--- config.mk ---
export PLATFORM = sky130hd
export DESIGN_NAME = axi2apb_wr
export DESIGN_NICKNAME = d
export VERILOG_FILES = /design/src/rtl/axi2apb_wr.sv
export SDC_FILE = /design/constraint.sdc
export NUM_CORES = 1
export LEC_CHECK = 0
export CAP_MARGIN = 20
export CORE_MARGIN = 1.5
export CORE_UTILIZATION = 40
export CTS_BUF_LIST = sky130_fd_sc_hd__clkbuf_8 sky130_fd_sc_hd__clkbuf_16
export DETAILED_ROUTE_END_ITERATION = 16
export GPL_TIMING_DRIVEN = 0
export PLACE_DENSITY = 0.85
export SKIP_CTS_REPAIR_TIMING = 1
export SLEW_MARGIN = 20
export SYNTH_ARGS = -nofsm -noshare
export SYNTH_HDL_FRONTEND = slang
export SYNTH_SLANG_ARGS = --single-unit
--- constraint.sdc ---
create_clock -name clk -period 5.4 [get_ports clk]
set_input_delay 1.08 -clock clk [delete_from_list [all_inputs] [get_ports clk]]
set_output_delay 1.08 -clock clk [all_outputs]
set_load 0.005 [all_outputs]
--- src/rtl/axi2apb_wr.sv ---
// Write path of the AXI-to-APB bridge: takes one W beat per command, extracts the
// addressed 32-bit lane for the APB master and returns the B response after completion.
module axi2apb_wr #(
    parameter int AXI_ID_WIDTH   = 6,
    parameter int AXI_DATA_WIDTH = 64,
    parameter int APB_ADDR_WIDTH = 12
) (
    input  logic                        clk,
    input  logic                        rstn,
    input  logic                        cmd_start_wr,
    input  logic                        cmd_err,
    input  logic [AXI_ID_WIDTH-1:0]     cmd_id,
    input  logic [APB_ADDR_WIDTH+3:0]   cmd_addr,
    input  logic [AXI_DATA_WIDTH-1:0]   WDATA,
    input  logic [AXI_DATA_WIDTH/8-1:0] WSTRB,
    input  logic                        WLAST,
    input  logic                        WVALID,
    output logic                        WREADY,
    input  logic                        psel,
    input  logic                        penable,
    input  logic                        pwrite,
    input  logic                        pready,
    input  logic                        pslverr,
    output logic [31:0]                 pwdata,
    output logic [3:0]                  pstrb,
    output logic                        wdata_valid,
    output logic [AXI_ID_WIDTH-1:0]     BID,
    output logic [1:0]                  BRESP,
    output logic                        BVALID,
    input  logic                        BREADY,
    output logic                        finish_wr
);

    localparam int NLANES      = AXI_DATA_WIDTH / 32;
    localparam int EXTRA_LANES = $clog2(NLANES);
    localparam int LANE_W      = (EXTRA_LANES == 0) ? 1 : EXTRA_LANES;

    typedef enum logic [2:0] {IDLE, W_WAIT, W_DRAIN, APB_WAIT, B_RESP} state_t;

    state_t                    state_q, state_d;
    logic [AXI_ID_WIDTH-1:0]   cmd_id_q;
    logic                      cmd_err_q;
    logic [LANE_W-1:0]         lane_q, lane_in;
    logic                      burst_err_q;
    logic [31:0]               pwdata_q;
    logic [3:0]                pstrb_q;
    logic [AXI_ID_WIDTH-1:0]   bid_q;
    logic [1:0]                bresp_q;
    logic                      accept, w_hs, apb_done, enter_b;
    logic                      unused_addr;

    // Only the lane-select bits of the address matter on the write data path.
    generate
        if (EXTRA_LANES == 0) begin : g_one_lane
            assign lane_in = '0;
        end else begin : g_lanes
            assign lane_in = cmd_addr[2+EXTRA_LANES-1:2];
        end
    endgenerate
    assign unused_addr = ^cmd_addr;

    assign WREADY      = (state_q == W_WAIT) || (state_q == W_DRAIN);
    assign wdata_valid = (state_q == APB_WAIT);
    assign BVALID      = (state_q == B_RESP);
    assign finish_wr   = BVALID & BREADY;
    assign w_hs        = WVALID & WREADY;
    assign apb_done    = psel & penable & pwrite & pready;
    assign enter_b     = (state_d == B_RESP) && (state_q != B_RESP);
    assign pwdata      = pwdata_q;
    assign pstrb       = pstrb_q;
    assign BID         = bid_q;
    assign BRESP       = bresp_q;

    always_comb begin
        state_d = state_q;
        accept  = 1'b0;
        case (state_q)
            IDLE: begin
                if (cmd_start_wr) begin
                    accept  = 1'b1;
                    state_d = W_WAIT;
                end
            end
            W_WAIT: begin
                if (w_hs) begin
                    if (!WLAST)        state_d = W_DRAIN;
                    else if (cmd_err_q) state_d = B_RESP;
                    else               state_d = APB_WAIT;
                end
            end
            W_DRAIN: begin
                if (w_hs && WLAST) state_d = cmd_err_q ? B_RESP : APB_WAIT;
            end
            APB_WAIT: begin
                if (apb_done) state_d = B_RESP;
            end
            B_RESP: begin
                // Retiring cycle may also accept the next command with no bubble.
                if (BREADY) begin
                    if (cmd_start_wr) begin
                        accept  = 1'b1;
                        state_d = W_WAIT;
                    end else begin
                        state_d = IDLE;
                    end
                end
            end
            default: state_d = IDLE;
        endcase
    end

    always_ff @(posedge clk or negedge rstn) begin
        if (!rstn) begin
            state_q     <= IDLE;
            cmd_id_q    <= '0;
            cmd_err_q   <= 1'b0;
            lane_q      <= '0;
            burst_err_q <= 1'b0;
            pwdata_q    <= '0;
            pstrb_q     <= '0;
            bid_q       <= '0;
            bresp_q     <= '0;
        end else begin
            state_q <= state_d;
            if (accept) begin
                cmd_id_q    <= cmd_id;
                cmd_err_q   <= cmd_err;
                lane_q      <= lane_in;
                burst_err_q <= 1'b0;
            end
            // Lane data comes from the first beat; drained beats are dropped.
            if (state_q == W_WAIT && w_hs) begin
                pwdata_q <= WDATA[32*lane_q +: 32];
                pstrb_q  <= WSTRB[4*lane_q +: 4];
                if (!WLAST) burst_err_q <= 1'b1;
            end
            if (enter_b) begin
                bid_q <= cmd_id_q;
                if (cmd_err_q)                          bresp_q <= 2'b10;
                else if (state_q == APB_WAIT && pslverr) bresp_q <= 2'b11;
                else if (burst_err_q)                   bresp_q <= 2'b10;
                else                                    bresp_q <= 2'b00;
            end
        end
    end

endmodule

==> results_dict.tcl <==
set metrics [dict create \
    status "finished, final reports clean" \
    syn_nets 335 \
    drive_above_1_share 0.07200 \
    synth_edf_count 0 \
    slew_violations 0 \
    cp_max_fo 3 \
    post-route-drc-count 0 \
    drt-wirelength-per-cell_um 15.10 \
    hold_path_class "reg2reg" \
    num-nets-final 480 \
    avgSynthCellArea_sq_um 11.00 \
    final.setup_skew_ps 9.354 \
    rows 28 \
    yosysMostFrequentCell "dfrtp_1" \
    first_global_vias 2171 \
    via_count 2255 \
    cp_top_family "buffers and inverters" \
    async_reset_ff_frac 1.000 \
    fp.dieW_um 82.37 \
    critical-path-max-stage-delay_ps 500 \
    fin_cells 450 \
    grt_remaining_overflow 0 \
    drv_cap 0 \
    cp_slowest_cell "clkdlybuf4s50_1" \
    min_period_ps 3315 \
    numCtsBuffers 5 \
    finalWirelength_um 6795 \
    synthesis.area_sq_um 2520 \
    rsz0062_at_grt "no" \
    start_util 0.4206 \
    crit_arrival_ps 2230 \
    clock_latency_ps 310 \
    synth-seq-cells 56 \
    relSlewSlack 0.5127 \
    avgViaCountPerCell 5.011 \
    crit_chain "clkdlybuf4s50_1, and3_1, clkdlybuf4s50_1" \
    max_freq_ghz 0.3017 \
    worst-path-buf-inv 2 \
    cp-start-kind "input port" \
    numPlacedInstances 442 \
    ys_seq_area_frac 0.5561 \
    cts_tree "yes" \
    numPortBuffers 138 \
    die_area_sq_um 6785 \
    final_util 0.6815 \
    setup_violations 0 \
    grt.total_usage 0.1980 \
    grt_max_degree 57 \
    hpwl_um 5229 \
    first_pass_iters 4 \
    dieHeight_um 82.37 \
    place_congestion 0.7495 \
    antenna_found_initial 0 \
    htreeDepth 2 \
    syn_inst 229 \
    cts-root-buf "clkbuf_8" \
    netlist.area_leader.share 0.5561 \
    endpoint_kind "output pin" \
    synthTopCellsByCount "dfrtp_1, nor2_1, a21oi_1, mux2i_1, mux2_2" \
    yosys_warnings 0 \
    tightestPinTransition_ps 730.9 \
    drt_iter0_drc 88 \
    coreArea_sq_um 5991 \
    antenna_left 0 \
    crit_path_frequent_cell "clkdlybuf4s50_1" \
    synthTopCellsByArea "dfrtp_1, mux2i_1, a21oi_1" \
    syn2layout_area_growth_pct 62.02 \
    yosys.area.top_type "dfrtp_1" \
    critPathKind "in2out" \
    fin_crit_sh 0.6138 \
    p_per_area_nw_per_um2 482.9 \
    grt_first_pass_wirelength_um 10070 \
    clk_path_buf_depth 2 \
    clk_pin_slew_ps 100 \
    peakVddDrop_uv 230.8 \
    hold_viol 0 \
    num_io_pins 154 \
    ys_types 28 \
    setup_tns_ps 0 \
    critical_path_required_ps 4320 \
    synthFlopType "dfrtp_1" \
    diodes 0 \
    total_leakage_power_uw 0.001714 \
    clkSinkCount 56 \
]
[kinds of logic (layout without fill, tap and decap cells)]
kind of cell           after synthesis  after routing  share of synthesized area
AND/OR/NAND/NOR                     61             61                     0.1112
flip-flops                          56             56                     0.5561
multiplexers                        51             51                     0.2095
AO/OA/AOI/OAI                       44             44                    0.09484
buffers and inverters               16            162                    0.02483
XOR/XNOR                             1              1                   0.003476
[layout by cell type, fill, tap and decap left out]
cell	netlist	layout
a21o_1	1	1
buf_4	0	1
nand3b_1	1	1
inv_6	0	1
clkbuf_1	9	9
inv_1	2	2
o21ai_0	3	3
nor3_1	1	1
or3_1	1	1
nand4b_1	1	1
clkinv_2	0	1
xnor2_1	1	1
clkinvlp_4	0	1
clkbuf_8	0	5
a21oi_1	37	37
and3_1	1	1
or2b_1	1	1
buf_2	2	2
nand2_1	6	6
buf_1	3	3
or4b_4	1	1
a22oi_1	1	1
a21oi_4	1	1
and4_1	1	1
mux2_2	14	14
nand3_1	2	2
clkdlybuf4s50_1	0	137
dfrtp_1	56	56
nor2_1	40	40
nand2b_1	2	2
and2_1	1	1
o211ai_1	1	1
mux2i_1	37	37
nor3b_1	2	2
[worst reg2reg max path: cells and delay by family, from the launching register on]
| family | cells | cell delay (ps) |
|---|---|---|
| multiplexers | 1 | 380 |
| AO/OA/AOI/OAI | 1 | 320 |
| XOR/XNOR | 1 | 160 |
| flip-flops | 1 | 380 |
| AND/OR/NAND/NOR | 1 | 570 |
| buffers and inverters | 1 | 160 |
[report_power, final]
part	total, uW	switching (uW)	internal, uW
Combinational	1000	408	595
Sequential	737	112	625
Clock	231	139	92.4
Total	1970	659	1310
[final cells by class]
cell class / count / area [sq um]
Buffer: 14 / 55.05
Clock buffer: 5 / 68.82
Clock inverter: 3 / 21.27
Fill cell: 509 / 1908
Inverter: 2 / 7.507
Multi-Input combinational cell: 157 / 1056
Sequential cell: 56 / 1401
Tap cell: 75 / 93.84
Timing Repair Buffer: 138 / 1379
[stage by stage]
| stage | area, sq um | hold WS [ps] | setup slack [ps] | power (uW) |
|---|---|---|---|---|
| after floorplan | 2520 | 450.8 | 3061 | 1211 |
| after global placement | 3995 | 479.8 | 1579 | 1717 |
| after detailed placement | 3993 | 491.2 | 2089 | 1760 |
| after CTS | 4083 | 518.8 | 2083 | 1996 |
| after global routing | 4083 | 533.4 | 2057 | 2118 |
| final | 4083 | 515.0 | 2085 | 1971 |
[state kept, by name (all words and copies together) (netlist names)]
signal,flops
pwdata,32
cmd_err_q,1
cmd_id_q,6
state_q,3
lane_q,1
pstrb,4
BID,6
BRESP,2
burst_err_q,1
[worst paths after layout]
kind	from	endpoint	slack, ps	cells past startpoint
min reg2reg	burst_err_q$_DFF_PN0_	burst_err_q$_DFF_PN0_	510	2
min in group asynchronous	rstn	pwdata[4]$_DFFE_PN0P_	820	1
max	BREADY	finish_wr	2090	3
min	burst_err_q$_DFF_PN0_	burst_err_q$_DFF_PN0_	510	2
max in group asynchronous	rstn	pwdata[19]$_DFFE_PN0P_	4120	1
max reg2reg	state_q[0]$_DFF_PN0_	BID[1]$_DFFE_PN0P_	3340	5
[layer usage]
metal  global-route usage  vias to the layer above  routed length (um)
met5                    0                        -                   0
met4              0.05932                        0                  76
met3              0.04615                        7                 510
met2               0.3447                       87                3453
met1               0.2426                     1077                2754
li1                     -                     1084                   -
Note: power is estimated with default switching activity, not from simulation.
